### src/rtl/design_mux_switcher.sv
// Guarded pad multiplexer: isolates the pads, holds all designs in reset, then releases only the selected design.
// Optional feature macro: TEST_PATTERN_EN (ID 2**SEL_W-1 drives a fixed pattern instead of a design).
module design_mux_switcher #(
    parameter int NUM_DESIGNS  = 4,
    parameter int IO_W         = 38,
    parameter int SEL_W        = 4,
    parameter int GUARD_CYCLES = 16,
    parameter int RST_CYCLES   = 8,
    parameter int DEFAULT_ID   = 0
) (
    input  logic                        wb_clk_i,
    input  logic                        wb_rst_n,
    input  logic                        sel_strobe,
    input  logic [SEL_W-1:0]            sel_id,
    input  logic [3:0]                  debug,
    input  logic [NUM_DESIGNS*IO_W-1:0] dsg_io_out,
    input  logic [NUM_DESIGNS*IO_W-1:0] dsg_io_oeb,
    output logic [NUM_DESIGNS-1:0]      dsg_rst_n,
    output logic [IO_W-1:0]             io_out,
    output logic [IO_W-1:0]             io_oeb,
    output logic [SEL_W-1:0]            active_id,
    output logic                        active_valid,
    output logic                        busy
);

    localparam int CNT_MAX = (GUARD_CYCLES > RST_CYCLES) ? GUARD_CYCLES : RST_CYCLES;
    localparam int CNT_W   = $clog2(CNT_MAX + 1);
    localparam logic [CNT_W-1:0] GUARD_LD = CNT_W'(GUARD_CYCLES - 1);
    localparam logic [CNT_W-1:0] RST_LD   = CNT_W'(RST_CYCLES - 1);
`ifdef TEST_PATTERN_EN
    localparam logic [SEL_W-1:0] TP_ID = '1;
`endif

    typedef enum logic [1:0] {
        S_OFF,
        S_ISOLATE,
        S_RESET_NEW,
        S_ACTIVE
    } state_t;

    state_t             state_q, state_d;
    logic [SEL_W-1:0]   target_q, target_d;
    logic [CNT_W-1:0]   cnt_q, cnt_d;
    logic [NUM_DESIGNS-1:0] rst_d;
    logic               sync1_q, sync2_q, sync3_q;
    logic               req;

`ifndef TEST_PATTERN_EN
    logic unused_debug;
    assign unused_debug = ^debug;
`endif

    function automatic logic routable(input logic [SEL_W-1:0] t);
        logic r;
        r = (32'(t) < NUM_DESIGNS);
`ifdef TEST_PATTERN_EN
        r = r | (t == TP_ID);
`endif
        return r;
    endfunction

    // Strobe synchroniser; a request is a single-cycle rise of the synchronised strobe
    always_ff @(posedge wb_clk_i or negedge wb_rst_n) begin
        if (!wb_rst_n) begin
            sync1_q <= 1'b0;
            sync2_q <= 1'b0;
            sync3_q <= 1'b0;
        end else begin
            sync1_q <= sel_strobe;
            sync2_q <= sync1_q;
            sync3_q <= sync2_q;
        end
    end

    assign req = sync2_q & ~sync3_q;

    // Reset lands in ISOLATE so the default design is brought up without any request
    always_ff @(posedge wb_clk_i or negedge wb_rst_n) begin
        if (!wb_rst_n) begin
            state_q   <= S_ISOLATE;
            target_q  <= SEL_W'(DEFAULT_ID);
            cnt_q     <= GUARD_LD;
            dsg_rst_n <= '0;
        end else begin
            state_q   <= state_d;
            target_q  <= target_d;
            cnt_q     <= cnt_d;
            dsg_rst_n <= rst_d;
        end
    end

    always_comb begin
        state_d  = state_q;
        target_d = target_q;
        cnt_d    = cnt_q;
        case (state_q)
            S_OFF: begin
                if (req) begin
                    state_d  = S_ISOLATE;
                    target_d = sel_id;
                    cnt_d    = GUARD_LD;
                end
            end
            S_ISOLATE: begin
                if (req) begin
                    target_d = sel_id;
                    cnt_d    = GUARD_LD;
                end else if (cnt_q == '0) begin
                    if (routable(target_q)) begin
                        state_d = S_RESET_NEW;
                        cnt_d   = RST_LD;
                    end else begin
                        state_d = S_OFF;
                    end
                end else begin
                    cnt_d = cnt_q - CNT_W'(1);
                end
            end
            S_RESET_NEW: begin
                if (req) begin
                    state_d  = S_ISOLATE;
                    target_d = sel_id;
                    cnt_d    = GUARD_LD;
                end else if (cnt_q == '0) begin
                    state_d = S_ACTIVE;
                end else begin
                    cnt_d = cnt_q - CNT_W'(1);
                end
            end
            S_ACTIVE: begin
                if (req && (sel_id != target_q)) begin
                    state_d  = S_ISOLATE;
                    target_d = sel_id;
                    cnt_d    = GUARD_LD;
                end
            end
            default: state_d = S_OFF;
        endcase
    end

    // Release is computed from the next state so it coincides with the ACTIVE entry edge
    always_comb begin
        rst_d = '0;
        for (int d = 0; d < NUM_DESIGNS; d++) begin
            rst_d[d] = (state_d == S_ACTIVE) && (target_d == SEL_W'(d));
        end
    end

    always_comb begin
        io_out = '1;
        io_oeb = '1;
        if (state_q == S_ACTIVE) begin
            for (int d = 0; d < NUM_DESIGNS; d++) begin
                if (target_q == SEL_W'(d)) begin
                    io_out = dsg_io_out[d*IO_W +: IO_W];
                    io_oeb = dsg_io_oeb[d*IO_W +: IO_W];
                end
            end
`ifdef TEST_PATTERN_EN
            if (target_q == TP_ID) begin
                io_out[31:20] = 12'hAA5;
                io_out[19:16] = debug;
                io_oeb[31:16] = '0;
            end
`endif
        end
    end

    assign active_id    = target_q;
    assign active_valid = (state_q == S_ACTIVE);
    assign busy         = wb_rst_n & ((state_q == S_ISOLATE) | (state_q == S_RESET_NEW));

endmodule

### config.mk
export PLATFORM = sky130hd
export DESIGN_NAME = design_mux_switcher
export DESIGN_NICKNAME = d
export VERILOG_FILES = /design/src/rtl/design_mux_switcher.sv
export SDC_FILE = /design/constraint.sdc
export NUM_CORES = 1
export LEC_CHECK = 0
export BUFFER_PORTS_ARGS = -buffer_cell sky130_fd_sc_hd__buf_2
export CAP_MARGIN = 25
export CORE_AREA = 2 2 154 156
export CTS_CLUSTER_SIZE = 20
export DETAILED_ROUTE_END_ITERATION = 7
export DIE_AREA = 0 0 156 158
export HOLD_SLACK_MARGIN = 0.03
export PLACE_DENSITY = 0.49
export SLEW_MARGIN = 20
export SYNTH_ARGS = -nofsm -noshare
export SYNTH_HDL_FRONTEND = slang
export SYNTH_SLANG_ARGS = --single-unit
### constraint.sdc
create_clock -name wb_clk_i -period 2.17 [get_ports wb_clk_i]
set_clock_uncertainty 0.15 [all_clocks]
set_input_delay 0.217 -clock wb_clk_i [delete_from_list [all_inputs] [get_ports wb_clk_i]]
set_output_delay 0.217 -clock wb_clk_i [all_outputs]
set_load 0.05 [all_outputs]
# Yosys cells after proc, flatten, opt, wreduce, memory -nomap -nowiden
# Cells that the tools add are included.
# W data, S select, Z words.
[classes]
muxes = 29
addsub = 1
order_cmp = 1
eq_ne = 15
bitwise_logic = 4
n_reduce_logical = 11
[ops]
columns = ["operator", "count"]
rows = [
  ["$mux W38", 10],
  ["$mux W5", 7],
  ["$pmux W5 S4", 1],
  ["$eq A4 B2 Y1 const B", 4],
  ["$mux W2", 7],
  ["$eq A4 B1 Y1 const B", 2],
  ["$logic_not A4 Y1", 2],
  ["$mux W4", 2],
  ["$pmux W2 S4", 1],
  ["$pmux W4 S2", 1],
  ["$eq A2 B2 Y1 const B", 3],
  ["$logic_and A1 B1 Y1", 5],
  ["$logic_not A5 Y1", 1],
  ["$sub A5 B1 Y5 const B", 1],
  ["$lt A4 B3 Y1 const B", 1],
  ["$ne A4 B4 Y1", 1],
  ["$ne A4 B4 Y1 const B", 1],
  ["$reduce_and A4 Y1", 1],
  ["$ne A3 B3 Y1 const B", 1],
  ["$reduce_or A3 Y1", 1],
  ["$and A1 B1 Y1", 2],
  ["$eq A2 B1 Y1 const B", 1],
  ["$logic_not A2 Y1", 1],
  ["$ne A2 B1 Y1 const B", 1],
  ["other kinds (3)", 3],
]
[totals]
regBits = 18
wordCells = 68

# Logic depth before layout (Yosys ltp)
# Gate-level depths: netlist of run 1.
[logic_depth]
ltp_word = 7
mapped_depth = 7
mapped_depth_nobuf = 7

# Least setup slack after synthesis of run 1
# OpenSTA, ideal clock, no wires.
[synth_path]
kind = "register -> output"
startpoint = "reg target_q[0] (netlist: active_id[0])"
endpoint = "out io_out[27]"
required_time_ns = 1.803
path_stages_with_launch = 6
path_buffers = 3
t_arrival_ns = 2.496
slack_ns = -0.693
path_cell_list = "dfrtp_1 -> buf_2 -> buf_2 -> clkbuf_1 -> mux2i_1 -> o221ai_1"
[synth_between]
elab_chain_len = 6
elab_cells_between_ends = 9
classes_between = "eq/ne: 3; mux: 5; reduce/logical: 1"
[synth_lines]
columns = ["item", "line", "source"]
rows = [
  ["start: declaration", "42", "logic [SEL_W-1:0] target_q, target_d;"],
  ["start signal: assignment", "81", "target_q <= SEL_W'(DEFAULT_ID);"],
  ["start signal: assignment", "86", "target_q <= target_d;"],
  ["$logic_not A4 Y1", "154", "if (target_q == SEL_W'(d)) begin"],
  ["$mux W38 (3 in a row)", "154", ""],
  ["$mux W38 (*)", "154", ""],
  ["$mux W38 (*)", "152", "if (state_q == S_ACTIVE) begin"],
  ["end: declaration", "19", "output logic [IO_W-1:0] io_out,"],
]
# Every way passes the cells marked *; elsewhere a longest branch is shown, timed or not.

# Worst setup path in the final report of run 1
[layout_path]
startpoint = "reg target_q[0] (netlist: active_id[0])"
endpoint = "out io_oeb[31]"
[layout_between]
elab_chain_len = 6
elab_cells_between_ends = 9
classes_between = "eq/ne: 3; mux: 5; reduce/logical: 1"
[layout_lines]
columns = ["item", "line", "source"]
rows = [
  ["$logic_not A4 Y1", "154", ""],
  ["$mux W38 (3 in a row)", "154", ""],
  ["$mux W38 (*)", "154", ""],
  ["$mux W38 (*)", "152", ""],
  ["end: declaration", "20", "output logic [IO_W-1:0] io_oeb,"],
]
# Marks and branches as above.

==> summary.txt, run 1 <==
STA
  – Worst-margin pin slew: 0.604 ns
  – Final hold vios: 0
  – Worst setup margin: -0.0412 ns
  – Highest clock rate: about 450 MHz
  – Fin. max-slew vios: 0
  – Total Neg Setup Slack: -0.114 ns
  – Endpoints failing setup: 5
  – Unrepaired setup endpoints after global routing: yes
  – Worst slew margin: 0.596
  – Period utilisation layout: 1.02
  – Minimum clock period: 2.21 ns

Yosys
  – Syn. warnings: 0
  – Post-synthesis sequential area ratio: 0.132
  – Syn_nets: between 700 and 800
  – Synth cell types: 39
  – Area leader, netlist: mux2i_1
  – Most used DFF post-synth: dfrtp_1
  – Mapped cell area: about 3500 um2
  – Post-Syn Instances: 380
  – Most common cell in the netlist: mux2i_1
  – Async SR Flop Fraction: 1.00
  – Synth top area cells: mux2i_1, o221ai_1, dfrtp_1
  – Synth cell count leaders: mux2i_1, o221ai_1, clkbuf_1
  – Syn Area/Cell: 9.08 um2
  – Synth Register Bits: 18
  – Share of the synthesized area in the top cell type: 0.406
  – Post-synth EDFFs: 0

Worst setup path
  – Reg2Reg Depth: 8
  – Worst setup EP type: output port
  – Startpoint types: register
  – Crit path top cell by count: clkbuf_16
  – Data required, critical path: 1.80 ns
  – Max FO, Critical Path: 6
  – RR Startpoint: state_q[0]$_DFF_PN1_
  – RR Endpoint: dsg_rst_n[2]$_DFF_PN0_
  – Worst stage delay on the critical path: about 0.50 ns
  – Crit-path cells: buf_12, clkbuf_16, clkbuf_16, mux2i_4, o221ai_4, buf_6
  – Worst path slowest cell: dfrtp_4
  – Critical path class: reg -> out
  – Arrival time worst endpoint: 1.84 ns
  – Reg2Reg Setup Slack: 0.08 ns

Placement
  – Post-DP Area: between 7000 and 8000 um2
  – Place WS: about 0.03 ns
  – Hpwl dp: 15.8 mm
  – GPL Wtd Cong: about 0.83
  – Port Buffers: 396

Floorplan
  – Initial core utilization: 0.150
  – Io pins: between 400 and 500
  – Core area: about 23000 um2
  – Cell Rows: 56
  – Die span in x: between 150 and 200 um
  – Area of the die: between 20000 and 25000 um2
  – Die height: about 160 um

Clock tree
  – CTS tree: yes
  – Cts bufs inserted: 3
  – Clock Path Buffers: 2
  – Clock latency on the worst-skew pair: about 0.26 ns
  – CTS clk-pin slew, worst paths: 0.06 ns
  – Clk sinks: 18
  – Clock tree root buffer cell: clkbuf_16
  – H-Tree Depth: 1

Global route
  – All-Layer GR Usage: 0.146
  – First-pass GRT wire length: ~28 mm
  – GRT overflow: 0
  – Initial antenna violation count: 2
  – Largest net degree at the start of global routing: 36
  – Vias in the first global route: between 4000 and 5000

Status
  – Outcome: finished, violations left
  – Violated checks: setup timing

Routing
  – Via/cell ratio: approximately 4.6
  – Drt first pass iters: 6
  – Routed WL: between 20 and 25 mm
  – Antenna Violating Nets Remaining: 0
  – DRT iter0 DRCs: 113
  – Average routed wire per standard cell: between 15 and 20 um
  – Vias: between 5000 and 6000
  – # DRC: 0

Layout
  – Final instance area: around 9000 um2
  – Storage element area: roughly 470 um2
  – Syn-to-layout area delta: 167%
  – Final nets: 1135
  – Ratio of cells with drive above 1 in the final layout: 0.830
  – FILL cells: around 2200
  – Area of the multi-input gates: approximately 4700 um2
  – Layout Utilization: 0.400

Pwr
  – Comb pwr share: 0.735
  – Lkg Pwr: approximately 3.6 nW
  – Net Sw Frac: 0.450
  – Power density cells: approximately 390 nW/um2
  – Flop pwr share: 0.147
  – Sw power: around 1.6 mW
  – Clock share of power: 0.118
  – Worst vdd ir: between 300 and 400 uV
  – Cell-internal power: 1.95 mW

Worst hold path
  – Min-Delay Path Class: in -> reg
  – Hold Path Depth: 3
  – Worst Hold Endpoint: active_id[2]$_DFF_PN0_
  – Hold Startpoint: sel_id[2]

Job
  – Max-cap violations: 0
## repair_timing
action / 4_1_cts / 5_1_grt
endpoints found under the setup margin: 77 / 83
gates resized for setup: 176 / 132
hold buffers: 2 / 0
hold endpoints to repair: 19 / 0
buffers inserted: 8 / 7
gates cloned: 2 / 7
pin swaps: 0 / 3
## sequential cells by signal (all words and copies together), names as in the netlist
signal,flops
sync2_q,1
active_id,4
cnt_q,5
sync3_q,1
dsg_rst_n,4
state_q,2
sync1_q,1
## per-stage QoR
| step | power [mW] | cells | hold WS (ns) |
|---|---|---|---|
| after global placement | 2.54 | 1074 | 0.0520 |
| final | 3.55 | 1103 | 0.0472 |
| after CTS | 3.22 | 1090 | 0.0459 |
| after global routing | 3.76 | 1103 | 0.0700 |
| after floorplan | 1.83 | 380 | -0.229 |
| after detailed placement | 2.55 | 1074 | 0.0507 |
## cell usage in the layout (no fill, tap or decap), drive strengths merged, types with 4 or more instances in the layout
master / count
o221ai: 71
nor2: 7
dfrtp: 13
mux4: 6
o21ai: 9
clkbuf: 9
nand2b: 7
dfstp: 5
ha: 7
nand3: 4
nand2: 13
buf: 466
inv: 11
nor3: 7
a31oi: 6
a21oi: 4
mux2i: 140
## metal layers
metal | wire length, um | global-route usage | part of all wire | up-vias
li1 | - | - | - | 2431
met2 | 10800 | 0.269 | 0.52 | 195
met4 | 179 | 0.0197 | 0.0086 | 0
met1 | 8580 | 0.184 | 0.41 | 2393
met5 | 0 | 0 | 0 | -
met3 | 1150 | 0.0203 | 0.055 | 10
## final cells by class
cell class / count / area share
Clock buffer: 4 / 0.00963
Antenna cell: 1 / 0.000271
Inverter: 11 / 0.00447
Tap cell: 290 / 0.0393
Sequential cell: 18 / 0.0504
Multi-Input combinational cell: 306 / 0.513
Timing Repair Buffer: 473 / 0.383
## power groups by stage
stage | Clock [mW] | Combinational, mW | Sequential (mW)
after CTS | 0.424 | 2.27 | 0.526
after floorplan | 0 | 1.31 | 0.522
final | 0.421 | 2.61 | 0.521
after global routing | 0.442 | 2.78 | 0.534
after global placement | 0 | 2.01 | 0.534
after detailed placement | 0 | 2.02 | 0.535
## critical path, delay by kind of cell (launching register included)
kind            cells  cell delay [ns]
buf+inv             4             0.69
flops               1             0.50
compound gates      1             0.19
mux                 1             0.20
## cell families (layout without fill, tap and decap cells)
logic type / after synthesis / count (layout) / synth area share
xor+xnor: 4 / 4 / 0.0102
fa+ha+maj: 7 / 7 / 0.0254
buf+inv: 56 / 488 / 0.0685
mux: 146 / 146 / 0.445
flops: 18 / 18 / 0.132
compound gates: 102 / 102 / 0.247
other cells: 0 / 1 / 0
simple gates: 47 / 47 / 0.0718
## worst max-delay path by stage
stage | startpoint | to | slack (ns) | cells after the start
6_report | active_id[0]$_DFF_PN0_ | io_oeb[31] | -0.04 | 6
5_1_grt | active_id[0]$_DFF_PN0_ | io_oeb[27] | -0.08 | 6
4_1_cts | active_id[0]$_DFF_PN0_ | io_out[6] | -0.06 | 5
3_5_place_dp | state_q[0]$_DFF_PN1_ | cnt_q[2]$_DFFE_PN1P_ | 0.03 | 7
3_3_place_gp | state_q[0]$_DFF_PN1_ | cnt_q[2]$_DFFE_PN1P_ | 0.04 | 7
2_1_floorplan | active_id[0]$_DFF_PN0_ | io_out[8] | -0.10 | 6
No activity file was read; power rests on OpenSTA's default activity.
==> run 2: changes to the inputs <==
- PLACE_DENSITY: 0.49 -> 0.39
==> summary.txt, run 2 (synthesis results as in run 1) <==
Worst setup path
  – Critical path class: reg -> out
  – Max FO, Critical Path: 7 (+1)
  – Startpoint types: register
  – RR Startpoint: cnt_q[0]$_DFFE_PN1P_
  – Worst setup EP type: output port
  – Reg2Reg Setup Slack: 0.02 ns (-0.06 ns)
  – Reg2Reg Depth: 7 (-1)
  – Data required, critical path: 1.80 ns (about the same)
  – Arrival time worst endpoint: 1.86 ns (+0.02 ns)
  – RR Endpoint: cnt_q[1]$_DFFE_PN1P_

Routing
  – # DRC: 0 (unchanged)
  – Met3 WL post-DR: 1.38 mm (+21%)
  – Average routed wire per standard cell: 20.8 um (+11%)
  – Routed WL: 23.0 mm (+11%)
  – Via/cell ratio: 4.71 (+3.4%)
  – Antenna Violating Nets Remaining: 0 (unchanged)
  – Drt first pass iters: 6 (unchanged)
  – Top sig layer: met4
  – DRT iter0 DRCs: 212 (+88%)
  – DRT met1 WL: 8.63 mm (+0.65%)
  – Vias: 5213 (+3.7%)
  – Met2 wire length: 12.6 mm (+16%)

Pwr
  – Cell-internal power: 2.16 mW (+11%)
  – Tot Pwr: 3.91 mW (+10%)
  – Power density cells: 395 nW/um2 (+2.5%)
  – Clock share of power: 0.107 (-0.011)
  – Worst vdd ir: 274 uV (-11%)
  – Lkg Pwr: 3.74 nW (+3.7%)
  – Flop pwr share: 0.131 (-0.016)
  – Comb pwr share: 0.762 (+0.027)
  – Sw power: 1.75 mW (+9.4%)
  – Net Sw Frac: 0.448 (-0.00269)

Layout
  – Ratio of cells with drive above 1 in the final layout: 0.864 (+0.0338)
  – Syn-to-layout area delta: 187%
  – Top reg by flops: cnt_q
  – Layout Utilization: 0.430 (+0.0297)
  – Number of flip-flops in the largest register: 5 (unchanged)
  – Final nets: 1138 (+0.26%)
  – Most common cell after layout, fill and taps aside: buf_2
  – Commonest cells after routing, fill and taps aside: buf_2, o221ai_4, mux2i_4, buf_6, mux2i_2

Clock tree
  – Cts bufs inserted: 3 (unchanged)
  – CTS tree: yes
  – Clock latency on the worst-skew pair: 0.25 ns (about the same)
  – Clock Path Buffers: 2 (unchanged)
  – CTS clk-pin slew, worst paths: 0.06 ns (about the same)
  – H-Tree Depth: 1 (unchanged)
  – Clock tree root buffer cell: clkbuf_16
  – Clk sinks: 18 (unchanged)

Worst hold path
  – Hold Startpoint: sel_id[3]
  – Hold Path Depth: 3 (unchanged)
  – Min-Delay Path Class: in -> reg
  – Worst Hold Endpoint: active_id[3]$_DFF_PN0_

Global route
  – Largest net degree at the start of global routing: 27 (-25%)
  – Vias in the first global route: 5397 (+9.0%)
  – GRT overflow: 0 (unchanged)
  – Initial antenna violation count: 2 (unchanged)
  – First-pass GRT wire length: 31.7 mm (+13%)
  – All-Layer GR Usage: 0.166 (+0.0205)

Placement
  – Hpwl dp: 16.7 mm (+5.5%)
  – Place WS: -0.0615 ns (-0.0908 ns)
  – Port Buffers: 396 (unchanged)
  – GPL Wtd Cong: 0.897 (+8.6%)

STA
  – Final hold vios: 0 (unchanged)
  – Worst slew margin: 0.695 (+0.0988)
  – Fin. max-slew vios: 0 (unchanged)
  – Highest clock rate: 450 MHz (-0.50%)
  – Period utilisation layout: 1.02 (+0.00513)
  – Unrepaired setup endpoints after global routing: yes
  – Endpoints failing setup: 42 (+37)
  – Worst setup margin: -0.0524 ns (-0.0111 ns)
  – Total Neg Setup Slack: -0.567 ns (-0.452 ns)
  – Minimum clock period: 2.22 ns (+0.0111 ns)
  – Worst-margin pin slew: 0.456 ns (-0.148 ns)

Floorplan
  – Core area: 23100 um2 (unchanged)
  – Area of the die: 24600 um2 (unchanged)
  – Die height: 158 um (unchanged)
  – Die span in x: 156 um (unchanged)
  – Cell Rows: 56 (unchanged)
  – Initial core utilization: 0.150 (unchanged)
  – Io pins: 401 (unchanged)

Job
  – Max-cap violations: 0 (unchanged)

Status
  – Outcome: finished, violations left
  – Violated checks: setup timing
## run 2: worst max-delay path, cell delays in order (launching register included)
cell and delay, ns:
dfrtp_4 0.46, buf_6 0.13, buf_16 0.15, mux4_2 0.53, nand2b_4 0.17, buf_8 0.15
## run 2: per-stage QoR
step                      instance area [um2]  hold WS, ns  std cells
after floorplan                          4740       -0.229        380
after global placement                   7370       0.0522       1064
after detailed placement                 7370       0.0558       1064
after CTS                                9110       0.0585       1092
after global routing                     9910       0.0673       1106
final                                    9910       0.0573       1106
## run 2: cell type report
type / count / area (um2)
Fill cell: 2130 / 13100
Multi-Input combinational cell: 306 / 5090
Antenna cell: 1 / 2.50
Sequential cell: 18 / 465
Timing Repair Buffer: 476 / 3860
Clock buffer: 4 / 88.8
Tap cell: 290 / 363
Inverter: 11 / 41.3
## run 2: power by group through the flow
stage	clock, mW	combinational [mW]	sequential (mW)
after floorplan	0	1.31	0.522
after global placement	0	2.02	0.509
after detailed placement	0	2.04	0.511
after CTS	0.430	2.60	0.499
after global routing	0.441	3.16	0.521
final	0.418	2.98	0.513
## run 2: worst max path at each step
stage,startpoint,end,slack (ns),cells past startpoint
finish,active_id[0]$_DFF_PN0_,io_out[31],-0.05,5
global route,active_id[0]$_DFF_PN0_,io_out[31],-0.11,5
CTS,active_id[0]$_DFF_PN0_,io_out[30],-0.08,4
detailed placement,active_id[0]$_DFF_PN0_,io_out[20],-0.06,5
global placement,active_id[0]$_DFF_PN0_,io_out[20],-0.01,5
floorplan,active_id[0]$_DFF_PN0_,io_out[8],-0.10,6
## run 2: timing repair
item                                    CTS  global route
pin swaps                                 8             8
hold buffers                              2             0
endpoints found under the hold margin    14             0
setup buffers                            12             9
gates cloned                             10             7
gates resized for setup                 292           104
endpoints found under the setup margin   76            84
## run 2: layer usage
layer | track usage | vias to the layer above
met2 | 0.326 | 227
met5 | 0 | -
met4 | 0.0271 | 0
li1 | - | 2449
met1 | 0.192 | 2513
met3 | 0.0249 | 24
==> run 3: changes to the inputs <==
- PLACE_DENSITY: 0.39 -> 0.4
- clock period: 2.17 -> 2 ns (I/O delays scaled with it)
==> summary.txt, run 3 (synthesis results as in run 1) <==
Status
  – Outcome: finished, violations left
  – Violated checks: setup timing

Placement
  – GPL Wtd Cong: 0.820 (-8.6%)
  – Hpwl dp: 16.5 mm (-0.74%)
  – Placed insts: 1091 (+2.5%)
  – Place WS: -0.0603 ns (+0.00121 ns)
  – Port Buffers: 396 (unchanged)
  – Post-DP Area: 7830 um2 (+6.2%)

STA
  – Worst setup margin: -0.146 ns (-0.0940 ns)
  – Highest clock rate: between 400 and 500 MHz
  – Total Neg Setup Slack: -7.10 ns (-6.54 ns)
  – Endpoints failing setup: 78 (+86%)
  – Worst-margin pin slew: 0.442 ns (-0.0141 ns)
  – Final hold vios: 0 (unchanged)
  – Unrepaired setup endpoints after global routing: yes
  – Worst slew margin: 0.705 (+0.00941)
  – Minimum clock period: between 2 and 2.5 ns
  – Period utilisation layout: 1.07
  – Fin. max-slew vios: 0 (unchanged)

Clock tree
  – Clock latency on the worst-skew pair: 0.25 ns (about the same)
  – CTS clk-pin slew, worst paths: 0.06 ns (about the same)
  – Clock tree root buffer cell: clkbuf_16
  – Clk sinks: 18 (unchanged)
  – CTS tree: yes
  – Cts bufs inserted: 3 (unchanged)
  – H-Tree Depth: 1 (unchanged)
  – Clock Path Buffers: 2 (unchanged)

Floorplan
  – Area of the die: 24600 um2 (unchanged)
  – Die height: 158 um (unchanged)
  – Die span in x: 156 um (unchanged)
  – Cell Rows: 56 (unchanged)
  – Io pins: 401 (unchanged)
  – Core area: 23100 um2 (unchanged)
  – Initial core utilization: 0.150 (unchanged)

Pwr
  – Worst vdd ir: 402 uV (+47%)
  – Power density cells: 434 nW/um2 (+9.9%)
  – Lkg Pwr: 3.72 nW (-0.66%)

Worst setup path
  – Worst setup EP type: output port
  – Arrival time worst endpoint: 1.80 ns (-0.06 ns)
  – Data required, critical path: 1.65 ns (-0.15 ns)
  – Critical path class: reg -> out
  – Max FO, Critical Path: 18 (+11)
  – Startpoint types: register

Global route
  – First-pass GRT wire length: 29.2 mm (-7.8%)
  – GRT overflow: 0 (unchanged)
  – Vias in the first global route: 5455 (+1.1%)
  – All-Layer GR Usage: 0.149 (-0.0169)
  – Initial antenna violation count: 0 (-2)
  – Largest net degree at the start of global routing: 27 (unchanged)

Routing
  – Antenna Violating Nets Remaining: 0 (unchanged)
  – DRT iter0 DRCs: 172 (-19%)
  – Drt first pass iters: 4 (-2)
  – Vias: 5148 (-1.2%)
  – Routed WL: 20.6 mm (-10%)
  – # DRC: 0 (unchanged)
  – Average routed wire per standard cell: 18.4 um (-11%)
  – Via/cell ratio: 4.59 (-2.7%)

Layout
  – Top reg by flops: cnt_q
  – Ratio of cells with drive above 1 in the final layout: 0.864 (about the same)
  – Storage element area: 467 um2 (+0.27%)
  – Number of flip-flops in the largest register: 5 (unchanged)
  – Syn-to-layout area delta: 182%
  – Most common cell after layout, fill and taps aside: buf_2
  – Area of the multi-input gates: 5040 um2 (-1.1%)
  – Final nets: 1154 (+1.4%)
  – Layout Cells excl Fill: 1122 (+1.4%)
  – Final instance area: 9720 um2 (-2.0%)
  – FILL cells: 2150 (+0.94%)
  – Commonest cells after routing, fill and taps aside: buf_2, buf_6, o221ai_4, buf_4, mux2i_4

Job
  – Max-cap violations: 0 (unchanged)

Worst hold path
  – Min-Delay Path Class: in -> reg
## run 3: cell types whose count changed in the layout (fill, tap and decap cells not counted), moves of 4 or more
cell,previous run,this run
buf_4,35,58
mux2i_2,46,38
o21ai_0,7,2
mux2i_4,64,57
clkbuf_16,10,6
buf_6,62,70
buf_8,9,4
buf_16,17,6
mux2i_1,30,45
inv_1,10,6
## run 3: power by group
| group | total, mW | switching [mW] | internal, mW |
|---|---|---|---|
| sequential | 0.542 | 0.0736 | 0.468 |
| clock | 0.454 | 0.149 | 0.305 |
| combinational | 3.22 | 1.64 | 1.58 |
## run 3: metal layers
layer | GRT usage | part of all wire | vias to the layer above
met2 | 0.298 | 0.56 | 199
li1 | - | - | 2472
met1 | 0.169 | 0.37 | 2460
met5 | 0 | 0 | -
met3 | 0.0197 | 0.057 | 17
met4 | 0.0288 | 0.014 | 0
## run 3: critical path: stages, from the launching register on
cell and delay (ns):
dfrtp_4 0.51, buf_12 0.20, mux4_2 0.50, nand2b_1 0.17
buf_6 0.16
## run 3: final cells by class
type / count / share of cell area
clock buffers: 4 / 0.00914
inverters: 11 / 0.00451
well taps: 290 / 0.0373
repair buffers: 492 / 0.382
diodes: 1 / 0.000257
multi-input cells: 306 / 0.519
flip-flops and latches: 18 / 0.0480
## run 3: path summary, 6_finish.rpt
check / start / endpoint / slack [ns] / depth (start not counted)
min in group asynchronous: wb_rst_n / cnt_q[4]$_DFFE_PN0P_ / 0.30 / 3
min reg2reg: sync1_q$_DFF_PN0_ / sync2_q$_DFF_PN0_ / 0.20 / 0
max: active_id[0]$_DFF_PN0_ / io_out[2] / -0.15 / 4
max reg2reg: cnt_q[1]$_DFFE_PN1P_ / cnt_q[2]$_DFFE_PN1P_ / -0.04 / 8
max in group asynchronous: wb_rst_n / state_q[0]$_DFF_PN1_ / 1.13 / 3
min: sel_id[2] / active_id[2]$_DFF_PN0_ / 0.04 / 3
## run 3: through the flow
stage	total power [mW]	utilization	hold slack, ns
global placement	2.86	0.340	0.0309
floorplan	2.04	-	-0.246
finish	4.21	0.422	0.0366
CTS	3.78	0.388	0.0393
global route	4.45	0.421	0.0588
detailed placement	2.89	0.340	0.0410
## run 3: timing repair
| item | CTS | global route |
|---|---|---|
| pin swaps | 3 | 14 |
| setup buffers | 8 | 9 |
| hold buffers | 2 | 0 |
| cloned | 4 | 3 |
| setup endpoints to repair | 84 | 87 |
| hold endpoints to repair | 19 | 0 |
| resized for setup | 214 | 139 |
